<file path="src/rtl/capture_readout_ctrl_pkg.sv">
// Shared definitions for the capture/readout sequencer: DataStorage states,
// start-of-frame signature and the local FSM state set.
package capture_readout_ctrl_pkg;

    typedef enum logic [1:0] {
        STORAGE_RESET  = 2'b00,
        READY_TO_STORE = 2'b01,
        STORING_DATA   = 2'b10,
        SENDING_DATA   = 2'b11
    } storage_state_t;

    typedef enum logic [2:0] {
        ST_IDLE,
        ST_STROBE,
        ST_WAIT_DATA,
        ST_FETCH,
        ST_WAIT_VALID,
        ST_SEND,
        ST_DONE
    } state_t;

    localparam int unsigned SIG_LEN = 4;

    function automatic logic [7:0] sig_byte(input logic [1:0] idx);
        case (idx)
            2'd0:    sig_byte = 8'hFF;
            2'd1:    sig_byte = 8'h80;
            2'd2:    sig_byte = 8'h7F;
            default: sig_byte = 8'h00;
        endcase
    endfunction

endpackage

</file>
<file path="src/rtl/capture_readout_ctrl_cycle_timer.sv">
// Loadable down-counter; done is high whenever the count has reached zero.
module cycle_timer #(
    parameter int unsigned MAX_COUNT = 4,
    parameter int unsigned WIDTH     = $clog2(MAX_COUNT) + 1
) (
    input  logic             clk,
    input  logic             rst,
    input  logic             load,
    input  logic [WIDTH-1:0] load_value,
    output logic             done
);

    logic [WIDTH-1:0] count;

    always_ff @(posedge clk) begin
        if (rst) begin
            count <= '0;
        end else if (load) begin
            count <= load_value;
        end else if (count != '0) begin
            count <= count - 1'b1;
        end
    end

    assign done = (count == '0);

endmodule

</file>
<file path="src/rtl/capture_readout_ctrl.sv">
// Sequences one DataStorage acquisition: capture strobe, byte-wise drain of the
// converter, valid/ready hand-off to the UART, signature check and timeouts.
module capture_readout_ctrl
    import capture_readout_ctrl_pkg::*;
#(
    parameter int unsigned STROBE_CYCLES  = 4,
    parameter int unsigned FRAME_BYTES    = 4100,
    parameter int unsigned TIMEOUT_CYCLES = 1000000
) (
    input  logic        Clock,
    input  logic        Reset,
    input  logic        ArmCmd,
    input  logic        AbortCmd,
    input  logic [1:0]  StorageState,
    input  logic        DataReadyToSend,
    input  logic [7:0]  StorageDataOut,
    input  logic        StorageDataValid,
    output logic        WriteStrobe,
    output logic        ReadEnable,
    output logic [7:0]  TxData,
    output logic        TxValid,
    input  logic        TxReady,
    output logic [15:0] ByteCount,
    output logic        Busy,
    output logic        FrameDone,
    output logic        HeaderError,
    output logic        Timeout,
    output logic        ArmRejected
);

    localparam int unsigned STB_W = $clog2(STROBE_CYCLES) + 1;
    localparam int unsigned TMO_W = $clog2(TIMEOUT_CYCLES) + 1;

    state_t      state, next_state;
    logic [7:0]  tx_data;
    logic [15:0] byte_count;
    logic [15:0] byte_count_inc;
    logic        header_error;
    logic        arm_rejected;
    logic        wv_late;
    logic        arm_accept;
    logic        arm_reject;
    logic        handshake;
    logic        stb_done;
    logic        tmo_done;
    logic        stb_load;
    logic        tmo_load;

    // Both timers reload on the cycle their state is entered.
    assign stb_load = (next_state == ST_STROBE)    && (state != ST_STROBE);
    assign tmo_load = (next_state == ST_WAIT_DATA) && (state != ST_WAIT_DATA);

    cycle_timer #(
        .MAX_COUNT (STROBE_CYCLES),
        .WIDTH     (STB_W)
    ) u_strobe_timer (
        .clk        (Clock),
        .rst        (Reset),
        .load       (stb_load),
        .load_value (STB_W'(STROBE_CYCLES - 1)),
        .done       (stb_done)
    );

    cycle_timer #(
        .MAX_COUNT (TIMEOUT_CYCLES),
        .WIDTH     (TMO_W)
    ) u_timeout_timer (
        .clk        (Clock),
        .rst        (Reset),
        .load       (tmo_load),
        .load_value (TMO_W'(TIMEOUT_CYCLES)),
        .done       (tmo_done)
    );

    assign byte_count_inc = (byte_count == 16'hFFFF) ? byte_count : byte_count + 16'd1;

    always_comb begin
        next_state  = state;
        WriteStrobe = 1'b0;
        ReadEnable  = 1'b0;
        TxValid     = 1'b0;
        FrameDone   = 1'b0;
        Timeout     = 1'b0;
        Busy        = (state != ST_IDLE);
        arm_accept  = 1'b0;
        arm_reject  = 1'b0;
        handshake   = 1'b0;

        case (state)
            ST_IDLE: begin
                if (ArmCmd && !AbortCmd) begin
                    if (StorageState == READY_TO_STORE) begin
                        arm_accept = 1'b1;
                        next_state = ST_STROBE;
                    end else begin
                        arm_reject = 1'b1;
                    end
                end
            end
            ST_STROBE: begin
                WriteStrobe = 1'b1;
                if (stb_done) next_state = ST_WAIT_DATA;
            end
            ST_WAIT_DATA: begin
                if (tmo_done) begin
                    Timeout    = 1'b1;
                    next_state = ST_IDLE;
                end else if (DataReadyToSend) begin
                    next_state = ST_FETCH;
                end
            end
            ST_FETCH: begin
                // Re-qualified so a read is never issued into an empty converter.
                if (DataReadyToSend) begin
                    ReadEnable = 1'b1;
                    next_state = ST_WAIT_VALID;
                end else begin
                    next_state = ST_WAIT_DATA;
                end
            end
            ST_WAIT_VALID: begin
                if (StorageDataValid)  next_state = ST_SEND;
                else if (wv_late)      next_state = ST_WAIT_DATA;
            end
            ST_SEND: begin
                TxValid = 1'b1;
                if (TxReady) begin
                    handshake = 1'b1;
                    if (byte_count_inc == 16'(FRAME_BYTES)) next_state = ST_DONE;
                    else if (DataReadyToSend)               next_state = ST_FETCH;
                    else                                    next_state = ST_WAIT_DATA;
                end
            end
            ST_DONE: begin
                FrameDone  = 1'b1;
                next_state = ST_IDLE;
            end
            default: next_state = ST_IDLE;
        endcase

        if (ArmCmd && !AbortCmd && (state != ST_IDLE)) arm_reject = 1'b1;
        if (AbortCmd) next_state = ST_IDLE;
    end

    always_ff @(posedge Clock) begin
        if (Reset) begin
            state        <= ST_IDLE;
            tx_data      <= '0;
            byte_count   <= '0;
            header_error <= 1'b0;
            arm_rejected <= 1'b0;
            wv_late      <= 1'b0;
        end else begin
            state        <= next_state;
            arm_rejected <= arm_reject;
            wv_late      <= (state == ST_WAIT_VALID) && (next_state == ST_WAIT_VALID);
            if ((state == ST_WAIT_VALID) && StorageDataValid) tx_data <= StorageDataOut;
            if (arm_accept) begin
                byte_count   <= '0;
                header_error <= 1'b0;
            end else if (handshake) begin
                byte_count <= byte_count_inc;
                if ((byte_count < 16'(SIG_LEN)) && (tx_data != sig_byte(byte_count[1:0])))
                    header_error <= 1'b1;
            end
        end
    end

    assign TxData      = tx_data;
    assign ByteCount   = byte_count;
    assign HeaderError = header_error;
    assign ArmRejected = arm_rejected;

endmodule
</file>
<file path="config.mk">
export PLATFORM = sky130hd
export DESIGN_NAME = capture_readout_ctrl
export DESIGN_NICKNAME = d
export VERILOG_FILES = /design/src/rtl/capture_readout_ctrl_pkg.sv /design/src/rtl/capture_readout_ctrl_cycle_timer.sv /design/src/rtl/capture_readout_ctrl.sv
export SDC_FILE = /design/constraint.sdc
export NUM_CORES = 1
export LEC_CHECK = 0
export CORE_ASPECT_RATIO = 2
export CORE_MARGIN = 5
export CORE_UTILIZATION = 50
export CTS_CLUSTER_DIAMETER = 60
export CTS_CLUSTER_SIZE = 14
export DETAILED_ROUTE_END_ITERATION = 6
export HOLD_SLACK_MARGIN = 0.02
export PLACE_DENSITY = 0.78
export SLEW_MARGIN = 20
export SYNTH_ARGS = -nofsm -noshare
export SYNTH_HDL_FRONTEND = slang
export SYNTH_SLANG_ARGS = --single-unit
</file>
<file path="constraint.sdc">
create_clock -name Clock -period 3.82 [get_ports Clock]
set_input_delay 0.382 -clock Clock [delete_from_list [all_inputs] [get_ports Clock]]
set_output_delay 0.382 -clock Clock [all_outputs]
set_load 0.005 [all_outputs]
</file>
Word level (Yosys, flattened, before mapping). Index checks and enable logic that the tools add are counted.

Word-level logic and storage cells: 90. Register bits after elaboration: 54.

Add/sub/neg operators: 3. Eq/ne operators: 17. Multiplexer cells: 38. Reduce and logical (&&, ||, !) cells: 21. Order comparisons: 1.

Operators by type and width (number): 20-bit two-way mux (2); 3-bit two-way mux (11); 8-bit two-way mux (3); 8-bit case mux with 3 select lines (1); 21-bit logical NOT (1); 21-bit nonzero test (1); 21-bit by 1-bit subtractor with 21-bit output (second input constant) (1); 3-bit case mux with 6 select lines (1); 1-bit two-way mux (17); 16-bit by 1-bit adder with 16-bit output (second input constant) (1); 16-bit by 13-bit == test with 1-bit output (second input constant) (1); 16-bit == test (second input constant) (1); 16-bit by 3-bit < comparator with 1-bit output (second input constant) (1); 16-bit two-way mux (1); 3-bit == test (second input constant) (4); 3-bit by 2-bit == test with 1-bit output (second input constant) (3); 8-bit != test (1); 1-bit logical AND (7); 3-bit by 1-bit == test with 1-bit output (second input constant) (2); 3-bit logical NOT (2); 3-bit nonzero test (2); 2-bit OR reduction (3); 2-bit by 1-bit == test with 1-bit output (second input constant) (2); 2-bit two-way mux (2); 8 further kinds (9).

Longest topological paths before layout.
Depth after elaboration: 10. Mapped depth: 9. Mapped depth without buffers: 8.

Cells and area by module. From an unflattened synthesis, not the netlist that was laid out.

Cell total of the unflattened synthesis: 410. Area, all modules: 3320.7 µm².

By module, submodules not included: capture_readout_ctrl (times used 1, area an instance 1956.9 µm², cells an instance 248); cycle_timer (u_timeout_timer) (times used 1, area an instance 1157.4 µm², cells an instance 140); cycle_timer (u_strobe_timer) (times used 1, area an instance 206.4 µm², cells an instance 22).

Worst setup path after synthesis. No wires, ideal clock.

Path kind: flip-flop to flip-flop. Start point: register byte_count[0] (netlist: ByteCount[0]). End point: register u_timeout_timer.count[14]. Cell stages (with the launch flop): 9. Buffers on the path: 1. Period minus slack after synthesis: 2.452 ns. Slack: 1.368 ns. Required time: 3.698 ns. Arrival: 2.330 ns. Path through: dfxtp_1 ha_1 nand3_1 nor4_1 xnor2_1 and4_1 nand4_1 buf_2 a311o_1.

Cells in the longest elaborated chain, start to end: 10.

Ends and longest elaborated chain: from (decl) (line capture_readout_ctrl.sv:36) `logic [15:0] byte_count;`; from (signal assigned) (line capture_readout_ctrl.sv:162) `byte_count <= byte_count_inc;`; 16-bit by 1-bit adder with 16-bit output or 16-bit == test (tied branches) (line capture_readout_ctrl.sv:75) `assign byte_count_inc = (byte_count == 16'hFFFF) ? byte_count : byte_count + 16'd1;`; 16-bit two-way mux * (line capture_readout_ctrl.sv:75); 16-bit by 13-bit == test with 1-bit output * (line capture_readout_ctrl.sv:129) `if (byte_count_inc == 16'(FRAME_BYTES)) next_state = ST_DONE;`; 3-bit two-way mux * (line capture_readout_ctrl.sv:129); 3-bit two-way mux * (line capture_readout_ctrl.sv:127) `if (TxReady) begin`; 3-bit case mux with 6 select lines * (line capture_readout_ctrl.sv:89) `case (state)`; 3-bit two-way mux * (line capture_readout_ctrl.sv:142) `if (AbortCmd) next_state = ST_IDLE;`; 3-bit by 2-bit == test with 1-bit output * (line capture_readout_ctrl.sv:51) `assign tmo_load = (next_state == ST_WAIT_DATA) && (state != ST_WAIT_DATA);`; 1-bit logical AND * (line capture_readout_ctrl.sv:51); 20-bit two-way mux or 2-bit nonzero test (tied branches); to (signal assigned) (line capture_readout_ctrl_cycle_timer.sv:19) `count <= load_value;`; to (signal assigned) (line capture_readout_ctrl_cycle_timer.sv:21) `count <= count - 1'b1;`; to (decl) (line capture_readout_ctrl_cycle_timer.sv:13) `logic [WIDTH-1:0] count;`.

Mark *: on every way between the ends. The rest lies on a longest branch, timed or not. A chain may end at the register's enable or synchronous reset.

Final worst setup path.
Start point: register u_timeout_timer.count[13]. End point: output port Timeout.

Cells in the longest elaborated chain, start to end: 3.

Ends and longest elaborated chain: 21-bit logical NOT (line capture_readout_ctrl_cycle_timer.sv:25) `assign done = (count == '0);`; 1-bit two-way mux (line capture_readout_ctrl.sv:105) `if (tmo_done) begin`; 1-bit two-way mux (line capture_readout_ctrl.sv:89); to (decl) (line capture_readout_ctrl.sv:27) `output logic Timeout,`.

No other way between the ends.

==> run summary <==
Outcome: finished, final reports clean
Io pins: 49
Initial antenna violation count: 0
Avg Vias per Cell: 6.13
Via count of the first global-routing pass: 3297
Share of the synthesized area in the top cell type: 32.3%
Post-Syn Area: 3350 µm²
Skew-Pair Late Insertion Delay: 0.30 ns
Layout cells sized above 1: 4.55%
VDD IR max: 0.349 mV
Row Count: 42
Synth Net Count: 451
Synth warn: 0
Final Wtd Congestion: 0.858
Synth Area in Compound Gates: 19.7%
Final setup fails: 0
Post-Synth XOR/XNOR Area: 6.81%
Worst relative slew slack: 35.2%
NetSw: 0.940 mW
Hold Path Stages: 2
Pre-CTS setup slack: 1.03 ns
Number of routed nets with antenna violations: 0
Count of final hold-check violations: 0
Synth Area in Simple Gates: 30.2%
Max Clock Skew: 0.0123 ns
Ys flop type: dfxtp_1
Setup Buffers After CTS: 0
Crit path time final: 2.95 ns
First drt pass iteration count: 5
Max cap viols: 0
RSZ-0062 raised after global routing: no
Critical Path Source: u_timeout_timer.count[13]$_SDFFE_PP0P_
CP Cell Sequence: or4_4 > nor3_2 > nand3_1 > nor2b_1 > clkdlybuf4s50_1
Slew Limit Fails: 0
First-pass GRT wire length: 14800 µm
Worst path required time: 3.44 ns
Worst Setup Start Kind: flop
Adder-Cell Fraction of Synth Area: 2.62%
Reg-to-reg endpoint: u_timeout_timer.count[6]$_SDFFE_PP0P_
Worst Hold Path EP: HeaderError$_SDFFE_PP0P_
Post-synth top cells: dfxtp_1, nor2_1, o21ai_0
GR Layer Usage met2: 41.1%
Top post-synthesis cells by area: dfxtp_1, nor2_1, o21ai_0, xnor2_1, mux2i_1
FMAX: 0.339 GHz
Hold_buf cts: 0
Worst R2R Start: ByteCount[0]$_SDFFE_PP0P_
Seq/Total Area, Yosys: 32.3%
Ys async rst share: 0%
Largest net degree at the start of global routing: 23
Bufs on Longest Clock Path: 2
Combinational share of power: 46.6%
CTS tree: done
CP top delay family: simple AND/OR/NAND/NOR gates
Busiest grt layer: met2
#FFs+latches synth: 54
Grt met3 use: 4.01%
CTS Buf Count: 5
Core area: 6570 µm²
Worst hold start: HeaderError$_SDFFE_PP0P_
Setup ws final: 0.872 ns
Port Buf Inserts: 48
Setup_tns: 0 ns
CTS HTree Levels: 2
Fin nets: 485
CTS sink cnt: 54
Gr usage total: 22.2%
Clock power frac: 19.6%
Main combinational cell family by area after synthesis: simple AND/OR/NAND/NOR gates
Root Driver: clkbuf_16
Reg2Reg Depth: 8
Crit path kind: flop to output port
Initial Util: 50.9%
Pwr dens: 576 nW/µm²
Mux cell area share after synthesis: 4.23%
Worst path bufs/invs: 1
Post-CTS sizing: 0
Post-DP HPWL: 6730 µm
Antenna diodes: 0
Min-delay worst type: flop to flop
Transition time of the tightest slew-check pin: 0.970 ns
Arr. time, crit path: 2.57 ns
Drt wl/cell: 16.4 µm
Gate Count Post-Synth: 427
Met1 Use GR: 21.5%
Die H: 126 µm
Clock slew at reported path FFs: 0.07 ns
Leak Pwr: 1.36 nW
Internal power: 1.36 mW
Detailed Route WL: 9000 µm
Register share of total power: 33.8%
Cell taking the most area after synthesis: dfxtp_1
CP peak stage delay: 0.56 ns
Fin crit share: 77.2%
Crit end category: output port
DR vias: 3370
Number of library cell types mapped by synthesis: 56
Most frequent cell after synthesis: dfxtp_1
Post-synth EDFFs: 0
R2r setup slk: 1.03 ns
Hold WS: 0.456 ns
Switching Fraction: 40.8%
Area Growth Syn to Fin: 19.6%
Die width: 67.8 µm
Avg Inst Size Synth: 7.84 µm²
Initial drt markers: 267
Crit-path slowest cell: or4_4
Grt total ovfl: 0
Die area: 8530 µm²
Final Total Pwr: 2.30 mW
Post-detailed-route DRC marker count: 0
Crit path max fanout: 7
==> flip-flops by register name, indices dropped and copies added, names as in the netlist <==
name                   cells
ArmRejected                1
state                      3
u_strobe_timer.count       3
u_timeout_timer.count     21
HeaderError                1
TxData                     8
wv_late                    1
ByteCount                 16
==> worst max path at each step <==
stage                                                   endpoint  slack [ns]  cells after the start
after detailed placement   u_timeout_timer.count[6]$_SDFFE_PP0P_        1.03                      8
after CTS                                                Timeout        0.86                      5
after global routing                                     Timeout        0.70                      5
after global placement     u_timeout_timer.count[6]$_SDFFE_PP0P_        1.06                      8
final                                                    Timeout        0.87                      5
after floorplan           u_timeout_timer.count[14]$_SDFFE_PP0P_        1.37                      8
==> layout make-up <==
| type | instances | area, µm² |
|---|---|---|
| Fill cell | 598 | 2570 |
| Multi-Input combinational cell | 339 | 2120 |
| Sequential cell | 54 | 1080 |
| Timing Repair Buffer | 52 | 510 |
| Clock buffer | 6 | 129 |
| Tap cell | 88 | 110 |
| Inverter | 9 | 33.8 |
| Clock inverter | 2 | 13.8 |
==> cells by family (layout without fill, tap and decap cells) <==
group           Yosys count  in the layout
flops                    54             54
simple gates            191            191
xor+xnor                 26             26
fa+ha+maj                 7              7
buf+inv                  34             69
mux                      14             14
compound gates          101            101
==> worst reg2reg max path: cells and delay by family, from the launching register on <==
family          cells  cell delay (ns)
compound gates      1             0.33
xor+xnor            1             0.18
fa+ha+maj           1             0.32
buf+inv             1             0.25
flops               1             0.51
simple gates        4             1.08
==> stage by stage <==
step / instances / utilization (%) / area (µm²)
after CTS: 550 / 60.9 / 4000
final: 550 / 60.9 / 4000
after global routing: 550 / 60.9 / 4000
after detailed placement: 542 / 58.8 / 3860
after floorplan: 427 / - / 3350
after global placement: 542 / 58.8 / 3860
==> power groups by stage <==
| stage | clock (mW) | sequential (mW) | combinational (mW) |
|---|---|---|---|
| floorplan | 0 | 0.755 | 0.884 |
| global placement | 0 | 0.777 | 1.03 |
| detailed placement | 0 | 0.785 | 1.07 |
| CTS | 0.463 | 0.773 | 1.07 |
| global route | 0.490 | 0.787 | 1.20 |
| finish | 0.451 | 0.778 | 1.07 |
==> metal layers <==
layer	share of wire, %	vias up
met2	54	113
li1	-	1627
met5	0	-
met1	36	1592
met4	5.5	0
met3	4.3	38
==> placed cells by master, fill, tap and decap left out, types with 3 or more instances in the layout <==
| master | synthesis | final |
|---|---|---|
| nand3b_1 | 3 | 3 |
| and3_1 | 8 | 8 |
| xnor2_1 | 18 | 18 |
| xor2_1 | 8 | 8 |
| nor3_1 | 15 | 15 |
| nand4_1 | 8 | 8 |
| dfxtp_1 | 54 | 54 |
| nor3b_1 | 7 | 7 |
| o31a_1 | 3 | 3 |
| nor4_1 | 13 | 13 |
| inv_1 | 9 | 9 |
| a21oi_1 | 22 | 22 |
| mux2i_1 | 13 | 13 |
| nor2_1 | 52 | 52 |
| clkdlybuf4s50_1 | 0 | 48 |
| and2_1 | 5 | 5 |
| or3_1 | 7 | 7 |
| o211ai_1 | 7 | 7 |
| and4_1 | 3 | 3 |
| or3b_2 | 3 | 3 |
| a311oi_1 | 4 | 4 |
| nand2b_1 | 3 | 3 |
| a311o_1 | 7 | 7 |
| buf_4 | 0 | 4 |
| nor2b_1 | 9 | 9 |
| clkbuf_16 | 0 | 5 |
| nand3_1 | 12 | 12 |
| nand2_1 | 31 | 31 |
| a211oi_1 | 5 | 5 |
| o21ai_0 | 34 | 34 |
| ha_1 | 7 | 7 |
No activity file was read; power rests on OpenSTA's default activity.
